[config.mk]
export PLATFORM = sky130hd
export DESIGN_NAME = l1_mem_arbiter
export DESIGN_NICKNAME = d
export VERILOG_FILES = /design/src/rtl/l1_arb_pkg.sv /design/src/rtl/l1_arb_rr_pick.sv /design/src/rtl/l1_mem_arbiter.sv
export SDC_FILE = /design/constraint.sdc
export NUM_CORES = 1
export LEC_CHECK = 0
export ABC_AREA = 1
export CAP_MARGIN = 15
export CORE_AREA = 2 2 649 651
export DETAILED_ROUTE_END_ITERATION = 12
export DIE_AREA = 0 0 651 653
export PLACE_DENSITY = 0.3
export REMOVE_ABC_BUFFERS = 1
export SLEW_MARGIN = 20
export SYNTH_ARGS = -nofsm -noshare
export SYNTH_HDL_FRONTEND = slang
export SYNTH_SLANG_ARGS = --single-unit
[constraint.sdc]
create_clock -name clk -period 1.6 [get_ports clk]
set_input_delay 0.32 -clock clk [delete_from_list [all_inputs] [get_ports clk]]
set_output_delay 0.32 -clock clk [all_outputs]
set_load 0.05 [all_outputs]
[src/rtl/l1_arb_pkg.sv]
// l1_arb_pkg
//   Shared types and default widths for the L1 memory arbiter.
//   arb_state_t  : arbiter FSM state
//   arb_master_t : identifies the I-cache or D-cache master
package l1_arb_pkg;

  localparam int ADDR_W_DEF = 32;
  localparam int LINE_W_DEF = 256;
  localparam int CNT_W_DEF  = 32;

  typedef enum logic [1:0] {
    IDLE  = 2'd0,
    GNT_I = 2'd1,
    GNT_D = 2'd2
  } arb_state_t;

  typedef enum logic {
    M_I = 1'b0,
    M_D = 1'b1
  } arb_master_t;

endpackage

[src/rtl/l1_arb_rr_pick.sv]
// l1_arb_rr_pick
//   Combinational two-way round-robin picker.
//   req_i, req_d : request from I-cache / D-cache
//   last_grant   : master that completed the previous transaction
//   grant        : master to serve next (meaningful only when a request is present)
module l1_arb_rr_pick
  import l1_arb_pkg::*;
(
  input  logic        req_i,
  input  logic        req_d,
  input  arb_master_t last_grant,
  output arb_master_t grant
);

  always_comb begin
    // Tie (or no request): favour the master that did not go last.
    grant = (last_grant == M_I) ? M_D : M_I;
    if (req_i && !req_d) begin
      grant = M_I;
    end else if (req_d && !req_i) begin
      grant = M_D;
    end
  end

endmodule

[src/rtl/l1_mem_arbiter.sv]
// l1_mem_arbiter
//   Merges I-cache and D-cache line-fill / write-back requests onto one
//   memory port. Round-robin, grant held for a whole memory transaction,
//   one cycle of grant latency, no data latency.
//
//   clk, rst_n                 clock, async active-low reset
//   i_* / d_*                  cache-side stb/cyc/write/addr/wdata in,
//                              rdata/resp/retry out
//   mem_*                      memory-side stb/cyc/write/addr/wdata out,
//                              rdata/resp/retry in
//   perf_i_grants, perf_d_grants, perf_conflicts
//                              saturating counters, present only when
//                              ARB_PERF_EN is defined
//
//   state | meaning
//   IDLE  | no owner; requesters see retry
//   GNT_I | I-cache owns the memory port
//   GNT_D | D-cache owns the memory port
module l1_mem_arbiter
  import l1_arb_pkg::*;
#(
  parameter int ADDR_W = ADDR_W_DEF,
  parameter int LINE_W = LINE_W_DEF
`ifdef ARB_PERF_EN
  ,
  parameter int CNT_W  = CNT_W_DEF
`endif
) (
  input  logic              clk,
  input  logic              rst_n,

  input  logic              i_stb,
  input  logic              i_cyc,
  input  logic              i_write,
  input  logic [ADDR_W-1:0] i_addr,
  input  logic [LINE_W-1:0] i_wdata,
  output logic [LINE_W-1:0] i_rdata,
  output logic              i_resp,
  output logic              i_retry,

  input  logic              d_stb,
  input  logic              d_cyc,
  input  logic              d_write,
  input  logic [ADDR_W-1:0] d_addr,
  input  logic [LINE_W-1:0] d_wdata,
  output logic [LINE_W-1:0] d_rdata,
  output logic              d_resp,
  output logic              d_retry,

  output logic              mem_stb,
  output logic              mem_cyc,
  output logic              mem_write,
  output logic [ADDR_W-1:0] mem_addr,
  output logic [LINE_W-1:0] mem_wdata,
  input  logic [LINE_W-1:0] mem_rdata,
  input  logic              mem_resp,
  input  logic              mem_retry
`ifdef ARB_PERF_EN
  ,
  output logic [CNT_W-1:0]  perf_i_grants,
  output logic [CNT_W-1:0]  perf_d_grants,
  output logic [CNT_W-1:0]  perf_conflicts
`endif
);

  arb_state_t  state;
  arb_master_t last_grant;
  arb_master_t pick;
  logic        i_req;
  logic        d_req;

  assign i_req = i_stb & i_cyc;
  assign d_req = d_stb & d_cyc;

  l1_arb_rr_pick u_pick (
    .req_i      (i_req),
    .req_d      (d_req),
    .last_grant (last_grant),
    .grant      (pick)
  );

  // A completed transaction (mem_resp, even with cyc dropping the same
  // cycle) moves last_grant; an abort (cyc dropped, no resp) does not.
  always_ff @(posedge clk or negedge rst_n) begin
    if (!rst_n) begin
      state      <= IDLE;
      last_grant <= M_I;
    end else begin
      case (state)
        IDLE: begin
          if (i_req || d_req) begin
            state <= (pick == M_I) ? GNT_I : GNT_D;
          end
        end
        GNT_I: begin
          if (mem_resp) begin
            state      <= IDLE;
            last_grant <= M_I;
          end else if (!i_cyc) begin
            state <= IDLE;
          end
        end
        GNT_D: begin
          if (mem_resp) begin
            state      <= IDLE;
            last_grant <= M_D;
          end else if (!d_cyc) begin
            state <= IDLE;
          end
        end
        default: state <= IDLE;
      endcase
    end
  end

  // The memory side is a straight combinational copy of the owner so no
  // data latency is added; stb is qualified by cyc so an abort drops both
  // in the same cycle.
  always_comb begin
    mem_stb   = 1'b0;
    mem_cyc   = 1'b0;
    mem_write = 1'b0;
    mem_addr  = '0;
    mem_wdata = '0;
    i_resp    = 1'b0;
    d_resp    = 1'b0;
    i_retry   = 1'b0;
    d_retry   = 1'b0;
    case (state)
      IDLE: begin
        i_retry = i_req;
        d_retry = d_req;
      end
      GNT_I: begin
        mem_stb   = i_stb & i_cyc;
        mem_cyc   = i_cyc;
        mem_write = i_write;
        mem_addr  = i_addr;
        mem_wdata = i_wdata;
        i_resp    = mem_resp;
        i_retry   = mem_retry;
        d_retry   = d_req;
      end
      GNT_D: begin
        mem_stb   = d_stb & d_cyc;
        mem_cyc   = d_cyc;
        mem_write = d_write;
        mem_addr  = d_addr;
        mem_wdata = d_wdata;
        d_resp    = mem_resp;
        d_retry   = mem_retry;
        i_retry   = i_req;
      end
      default: begin
        i_retry = 1'b0;
        d_retry = 1'b0;
      end
    endcase
    // Outputs read as zero for as long as reset is held.
    if (!rst_n) begin
      i_retry = 1'b0;
      d_retry = 1'b0;
    end
  end

  // Read data is broadcast; each master qualifies it with its own resp.
  assign i_rdata = mem_rdata;
  assign d_rdata = mem_rdata;

`ifdef ARB_PERF_EN
  logic inc_i;
  logic inc_d;
  logic conflict;

  assign inc_i    = (state == IDLE) && (i_req || d_req) && (pick == M_I);
  assign inc_d    = (state == IDLE) && (i_req || d_req) && (pick == M_D);
  assign conflict = ((state == IDLE)  && i_req && d_req) ||
                    ((state == GNT_I) && d_req) ||
                    ((state == GNT_D) && i_req);

  always_ff @(posedge clk or negedge rst_n) begin
    if (!rst_n) begin
      perf_i_grants  <= '0;
      perf_d_grants  <= '0;
      perf_conflicts <= '0;
    end else begin
      if (inc_i && (perf_i_grants != '1)) begin
        perf_i_grants <= perf_i_grants + CNT_W'(1);
      end
      if (inc_d && (perf_d_grants != '1)) begin
        perf_d_grants <= perf_d_grants + CNT_W'(1);
      end
      if (conflict && (perf_conflicts != '1)) begin
        perf_conflicts <= perf_conflicts + CNT_W'(1);
      end
    end
  end
`endif

endmodule

Word-level counts from Yosys, hierarchy flattened
Index checks and enable logic that the tools add are counted.

word-level totals
  register bits = 3
  input bits = 842
  output and inout port bits = 807
  logic and storage cells = 46

cells by class
  eq/ne operators = 7
  mux-type cells = 24
  bitwise logic cells = 2
  reduce and logical (&&, ||, !) cells = 11

operator list
  kind                                                                   count
  256-bit one-hot mux with 2 select lines                                1
  32-bit one-hot mux with 2 select lines                                 1
  2-bit 2-to-1 mux                                                       6
  1-bit one-hot mux with 2 select lines                                  6
  1-bit 2-to-1 mux                                                       9
  2-bit inequality test, second input constant                           3
  3-bit inequality test, second input constant                           2
  2-bit one-hot mux with 3 select lines                                  1
  3-bit AND reduction                                                    2
  2-bit OR reduction                                                     2
  1-bit bitwise AND                                                      2
  2-bit by 1-bit equality test with 1-bit output, second input constant  1
  2-bit equality test, second input constant                             1
  1-bit logical AND                                                      2
  1-bit zero test                                                        2
  2-bit zero test                                                        1
  2-bit nonzero test                                                     1
  1-bit logical OR                                                       1

Longest topological paths before layout
Gate-level depths: netlist (run 1).

  depth in word-level cells = 8
  depth in mapped cells = 9
  mapped depth without buffers = 8

Hierarchy
Synthesis (run 1) repeated with hierarchy kept, for this count alone.

second synthesis, totals
  cell total of the unflattened synthesis = 1532
  area total of the unflattened synthesis = 8627.0 um^2

modules (own cells, without submodules)
  module          times used  cells an instance  area each (um^2)  seq. area each (um^2)
  l1_mem_arbiter  1           1526               8604.5            75.1
  l1_arb_rr_pick  1           6                  22.5              0.0

Worst setup path after synthesis (run 1)
No wires, ideal clock.

  kind = flip-flop to output port
  from = register state[0]
  to = output port mem_wdata[108]
  arrival = 1.876 ns
  required time = 1.280 ns
  slack = -0.596 ns
  cell stages (with the launch flop) = 7
  path buffers = 2
  cell sequence = dfrtp_1 -> inv_1 -> ha_1 -> inv_1 -> buf_2 -> buf_1 -> a21oi_1

between the ends
  cells in the longest elaborated chain, start to end = 2
  elaborated cells on any way between the ends = 3
  those cells by class = 2 x eq/ne; 1 x mux

ends and longest elaborated chain
  what                                                                                          line                   RTL
  start, declared                                                                               l1_mem_arbiter.sv:66   arb_state_t state;
  start signal, assigned                                                                        l1_mem_arbiter.sv:92   state <= (pick == M_I) ? GNT_I : GNT_D;
  2-bit equality test / 2-bit by 1-bit equality test with 1-bit output (equally long branches)  l1_mem_arbiter.sv:129  case (state)
  256-bit one-hot mux with 2 select lines (*)                                                   l1_mem_arbiter.sv:129
  end, declared                                                                                 l1_mem_arbiter.sv:54   output logic [LINE_W-1:0] mem_wdata,

Every way passes the cells marked *; elsewhere a longest branch is shown, timed or not.

Worst setup path after layout (run 1)
  from = register state[1]
  to = output port mem_wdata[118]

Same word-level chain as after synthesis.

==> flow_summary.toml, run 1 <==
[run_status]
outcome = "complete, but fails checks"
violations = "negative setup slack"

[synth]
synthArstFlopShare_pct = 100
synth_top_family_by_area = "buffers and inverters"
yosys_warnings = 0
synthCells = 1529
synth_cell_types = 13
synth.most_common_cell = "nand2_1"
synth_top_area_share_pct = 46.5
synthTopCellsByArea = "buf_4 (47%), nand2_1 (27%), a21oi_1 (17%)"
syn-cell-area_um2 = 8420
yosysSeqAreaShare_pct = 0.891
syn_area_per_cell_um2 = 5.51
synth_fa_ha_area_share_pct = 0.743
synth_xor_area_share_pct = 0
yosysTopAreaCell = "buf_4"
synthMuxAreaShare_pct = 0
synth-compound-area-share_pct = 17.6
ys_top_cells_by_count = "nand2_1 (597), buf_4 (522), a21oi_1 (293), buf_2 (36), buf_6 (26)"
ys_seq_elements = 3
synthSimpleGateAreaFrac_pct = 27.0
synth-edff-count = 0
synth_ff_type = "dfrtp_1"

[timing]
slew_headroom_pct = 74.4
final-hold-violation-count = 0
skew_ps = 0.627
whs_ps = 409
worst_pin_slew_ps = 383
maxSlewViolCount = 0
finalSetupViolCount = 298
period_minus_slack_ps = 2370
fmax_ghz = 0.421
fin_ws_ps = -774
grt_setup_unrepaired = "yes"
finalCritPeriodShare_pct = 148

[pwr]
power_frac_clock_pct = 1.0
p_sw_share_pct = 62.8
vdd_drop_max_uv = 940
seqPwrFrac_pct = 0.3
combPwrFrac_pct = 98.7
total_leakage_power_uw = 0.00714
p_switching_uw = 26200
p_per_area_nw_per_um2 = 1560
internal-power_uw = 15500

[place]
gp_congestion = 1.08
port_buffers = 880
hpwlAfterDp_um = 380000

[grt]
grt_overflow = 0
gr-usage-all-layers_pct = 18.6
antenna_found_initial = 289
grt_pass1_wl_um = 444000
grt_pass1_vias = 13300
grt_max_degree = 38

[worst_setup_path]
critPathLaunch = "state[1]"
critPathCaptureType = "output port"
startpoint_type = "flop"
arrival_ps = 2050
reg2reg_from = "state[0]"
r2r_slack_ps = -220
cp_max_fo = 6
worst-setup-path-type = "flop to output port"
timing.rr.end = "state[0]"
r2r_cells = 10
endpoint = "mem_wdata[118]"
worstPathRequired_ps = 1280

[cells_and_area]
register_area_um2 = 75.1
fin_util_pct = 6.40
layout-drive-gt1-share_pct = 42.0
finalNetCount = 2790
synthToLayoutAreaGrowth_pct = 218
multiInputGateArea_um2 = 5950
fill_cells = 49100

[floorplanning]
rows = 238
placeableCoreArea_um2 = 418000
start_util_pct = 2.01
fp.dieH_um = 653
die-area_um2 = 425000
die_x_um = 651
io_pins = 1649

[route]
antenna_left = 0
avgRoutedWirePerCell_um = 55.7
wirelength_um = 417000
vias_per_cell = 2.25
drc = 0
dr.pass1.iters = 5
dr.first_iter.drc_count = 1909
vias = 16800

[clock_network]
cts_hold_buf = 0
clk_pin_slew_ps = 30
cts_root_buf = "clkbuf_16"
cts_buffers = 3
clock_latency_ps = 230
cts_tree = "yes"
htree_levels = 1
cts.sinks = 3
cts_buffer_depth = 2

[flow_run]
max_cap_viol_count = 0

[hold_path]
hold_class = "input pin to asynchronous set/reset pin"
==> power by group through the flow <==
stage               combinational [µW]  sequential, µW  clock, µW
detailed placement               35800             131          0
global route                     43500             139        412
floorplan                         4870             137          0
finish                           41200             136        400
CTS                              38100             132        402
global placement                 35900             131          0
==> flip-flops by register name, summed over array words and instances (netlist names) <==
register,flops
state,2
last_grant,1
==> cell families (layout without fill, tap and decap cells) <==
kind of cell / Yosys count / after routing
buffers and inverters: 620 / 1033
other: 0 / 22
and+or+nand+nor: 604 / 604
adders and majority gates: 5 / 5
AOI/OAI and AO/OA: 297 / 297
DFF: 3 / 3
==> area by class of cell <==
class | count | share of cell area (%)
Antenna cell | 22 | 0.206
Clock buffer | 4 | 0.294
Inverter | 10 | 0.168
Multi-Input combinational cell | 906 | 22.2
Sequential cell | 3 | 0.280
Tap cell | 5520 | 25.8
Timing Repair Buffer | 1019 | 51.0
==> cells in the final DEF (no fill, tap or decap), drive strengths merged <==
master           n
nand2          597
clkdlybuf4s50  585
buf            416
a21oi          293
diode           22
clkbuf          22
inv             10
ha               5
nand3            4
o21ai            4
nor2             3
dfrtp            3
==> metal layers <==
metal	vias to the layer above	GRT usage [%]	part of all wire (%)
met5	-	15.8	2.5
met4	225	2.40	2.1
met3	710	25.8	28
met2	3338	25.2	38
met1	7400	15.2	29
li1	5149	-	-
==> per-stage QoR <==
stage | setup slack (ps) | area (µm²) | setup TNS, ps | total power [µW] | std cells
floorplan | -5470 | 3930 | -1497220 | 5000 | 919
global route | -818 | 26700 | -219170 | 44000 | 7468
detailed placement | -1080 | 23600 | -167340 | 36000 | 7422
finish | -774 | 26800 | -197730 | 41700 | 7484
CTS | -868 | 24800 | -221200 | 38600 | 7427
global placement | -1130 | 23600 | -176820 | 36000 | 7422
==> worst min-delay path by stage <==
stage / from / endpoint / cells after the start
after floorplan: rst_n / last_grant / 0
after global routing: rst_n / state[1] / 2
after global placement: last_grant / last_grant / 2
final: rst_n / state[1] / 2
after detailed placement: last_grant / last_grant / 2
after CTS: rst_n / state[1] / 2
==> critical path: stages (launching register included) <==
cell	delay, ps
dfrtp_1	390
inv_2	70
buf_6	90
ha_4	140
buf_6	120
buf_16	160
buf_6	140
nand2_4	50
a21oi_4	310
buf_6	160
buf_12	140
==> repair_timing <==
item / CTS / global route
endpoints found under the setup margin: 298 / 298
gates resized for setup: 238 / 323
gates cloned: 0 / 23
setup buffers: 1 / 12
pin swaps: 17 / 122
No activity file was read; power rests on OpenSTA's default activity.
==> run 2: changes to the inputs <==
==> constraint.sdc (replaced) <==
create_clock -name clk -period 1.6 [get_ports clk]
set_input_delay 0.32 -clock clk [delete_from_list [all_inputs] [get_ports clk]]
set_output_delay 0.32 -clock clk [all_outputs]
set_load 0.005 [all_outputs]
==> run 2 against run 1 <==
- maximum frequency down 5.5%
- the run still ends with negative setup slack left
- register-to-register slack better by 20 ps
- highest routed layer unchanged
- largest power group unchanged
- cell count up 2.2%
- die area unchanged
- clock skew up 0.92 ps
- hold slack better by 45 ps
- first-iteration DRC count down 1.0%
- non-clock buffer count up 160
- combinational power up 1%
==> flow_summary.toml, run 2 (synthesized netlist as in run 1, its figures left out) <==
[run_status]
outcome = "complete, but fails checks"
violations = "negative setup slack"

[cells_and_area]
largest-register = "state"
layout-drive-gt1-share_pct = 53.7
largest_reg_flops = 2
fin_util_pct = 7.02
top_regs = "state: 2 flops, last_grant: 1 flops"
finalNetCount = 2950
final_cell_mix = "clkdlybuf4s50_1 (585), nand2_1 (318), buf_12 (223), a21oi_4 (146), nand2_4 (144)"
synthToLayoutAreaGrowth_pct = 249
final_common_cell = "clkdlybuf4s50_1"

[timing]
final-hold-violation-count = 0
fmax_ghz = 0.398
worst_pin_slew_ps = 371
whs_ps = 454
grt_setup_unrepaired = "yes"
skew_ps = 1.55
fin_ws_ps = -912
finalCritPeriodShare_pct = 157
finalSetupViolCount = 297
fin_setup_tns_ps = -216260
period_minus_slack_ps = 2510
slew_headroom_pct = 75.2
maxSlewViolCount = 0

[worst_setup_path]
critPathCaptureType = "output port"
worst_path_largest_cell_delay_ps = 390
cp_max_fo = 6
cp_top_family = "buffers and inverters"
cp_num_buf_inv = 8
slowest_stage = "dfrtp_1"
worstPathRequired_ps = 1280
startpoint_type = "flop"
cp_cell_sequence = "inv_2 -> buf_6 -> ha_4 -> buf_12 -> buf_12 -> clkbuf_16 -> buf_4 -> buf_12 -> nand2_4 -> a21oi_4 -> buf_12"
cp_common_cell = "buf_12"
arrival_ps = 2190
worst-setup-path-type = "flop to output port"

[grt]
grt_overflow = 0
gr-usage-all-layers_pct = 19.0
grt_max_degree = 30
grt_pass1_wl_um = 452000
grt_pass1_vias = 13900
antenna_found_initial = 275

[floorplanning]
io_pins = 1649
fp.dieH_um = 653
die_x_um = 651
start_util_pct = 2.01
placeableCoreArea_um2 = 418000
die-area_um2 = 425000
rows = 238

[clock_network]
cts_tree = "yes"
cts_buffer_depth = 2
clk_pin_slew_ps = 30
clock_latency_ps = 230
htree_levels = 1
cts.sinks = 3
cts_root_buf = "clkbuf_16"
cts_hold_buf = 0
cts_buffers = 3

[pwr]
p_per_area_nw_per_um2 = 1440
vdd_drop_max_uv = 848
total_leakage_power_uw = 0.00898

[route]
vias_per_cell = 2.29
antenna_left = 0
wirelength_um = 424000
dr.pass1.iters = 5
avgRoutedWirePerCell_um = 55.5
drc = 0
vias = 17500
dr.first_iter.drc_count = 1889

[place]
port_buffers = 880
gp_congestion = 1.05
hpwlAfterDp_um = 381000

[flow_run]
max_cap_viol_count = 0

[hold_path]
hold_class = "input pin to asynchronous set/reset pin"
-- run 2: changes by cell type in the layout (fill, tap and decap cells not counted), sizes merged --
cell,previous run,this run
buf,416,546
clkbuf,22,34
clkdlybuf4s15,0,11
dlygate4sd2,0,5
diode,22,25
dlymetal6s2s,0,2
-- run 2: power by group --
group | total [µW] | switching, µW | internal [µW]
logic | 41700 | 22600 | 19100
clock network | 402 | 72.9 | 329
registers | 138 | 26.4 | 112
total | 42200 | 22700 | 19500
-- run 2: worst register-to-register path: stages, from the launching register on --
cell and delay, ps:
dfrtp_1 390, buf_4 170, ha_4 170, buf_12 140
buf_6 120, buf_16 130, buf_4 140, nand2_2 90
nand2_1 60, nand2_1 80, nand2_1 70, nand2_1 50
o21ai_0 60
-- run 2: worst paths after layout --
kind / from / to / slack (ps) / cells past startpoint
min in group clk: last_grant / last_grant / 580 / 2
max in group asynchronous: rst_n / state[1] / 1050 / 2
setup reg to reg: state[1] / state[1] / -200 / 12
hold reg to reg: last_grant / last_grant / 580 / 2
setup / recovery: state[1] / mem_wdata[46] / -910 / 11
hold / removal: rst_n / last_grant / 450 / 2
-- run 2: per-stage QoR --
stage	instances	cell area, µm²	power, µW	setup slack, ps
after floorplan	919	3930	2740	-4810
after global placement	7429	22300	27000	-1250
after detailed placement	7429	22300	27100	-1240
after CTS	7513	25500	34900	-936
after global routing	7635	29400	44800	-982
final	7647	29400	42200	-912
-- run 2: metal layers --
layer / track usage, % / up-vias / routed length [µm]
met1: 15.8 / 7724 / 125000
met5: 16.6 / - / 10400
met3: 25.2 / 658 / 117000
met4: 3.45 / 191 / 11600
met2: 25.5 / 3430 / 160000
li1: - / 5494 / -
-- run 2: final cells by class --
cell class / instances / area, µm²
antenna: 25 / 62.6
sequential: 3 / 75.1
tap: 5520 / 6910
multi-input combinational: 906 / 7830
fill: 48900 / 389000
clock buffer: 4 / 78.8
timing repair buffer: 1179 / 14400
inverter: 10 / 45.0
-- run 2: repair_timing --
| action | 4_1_cts | 5_1_grt |
|---|---|---|
| setup endpoints to repair | 298 | 298 |
| pin swaps | 89 | 175 |
| resized for setup | 804 | 739 |
| gates cloned | 16 | 19 |
| buffers inserted | 68 | 103 |
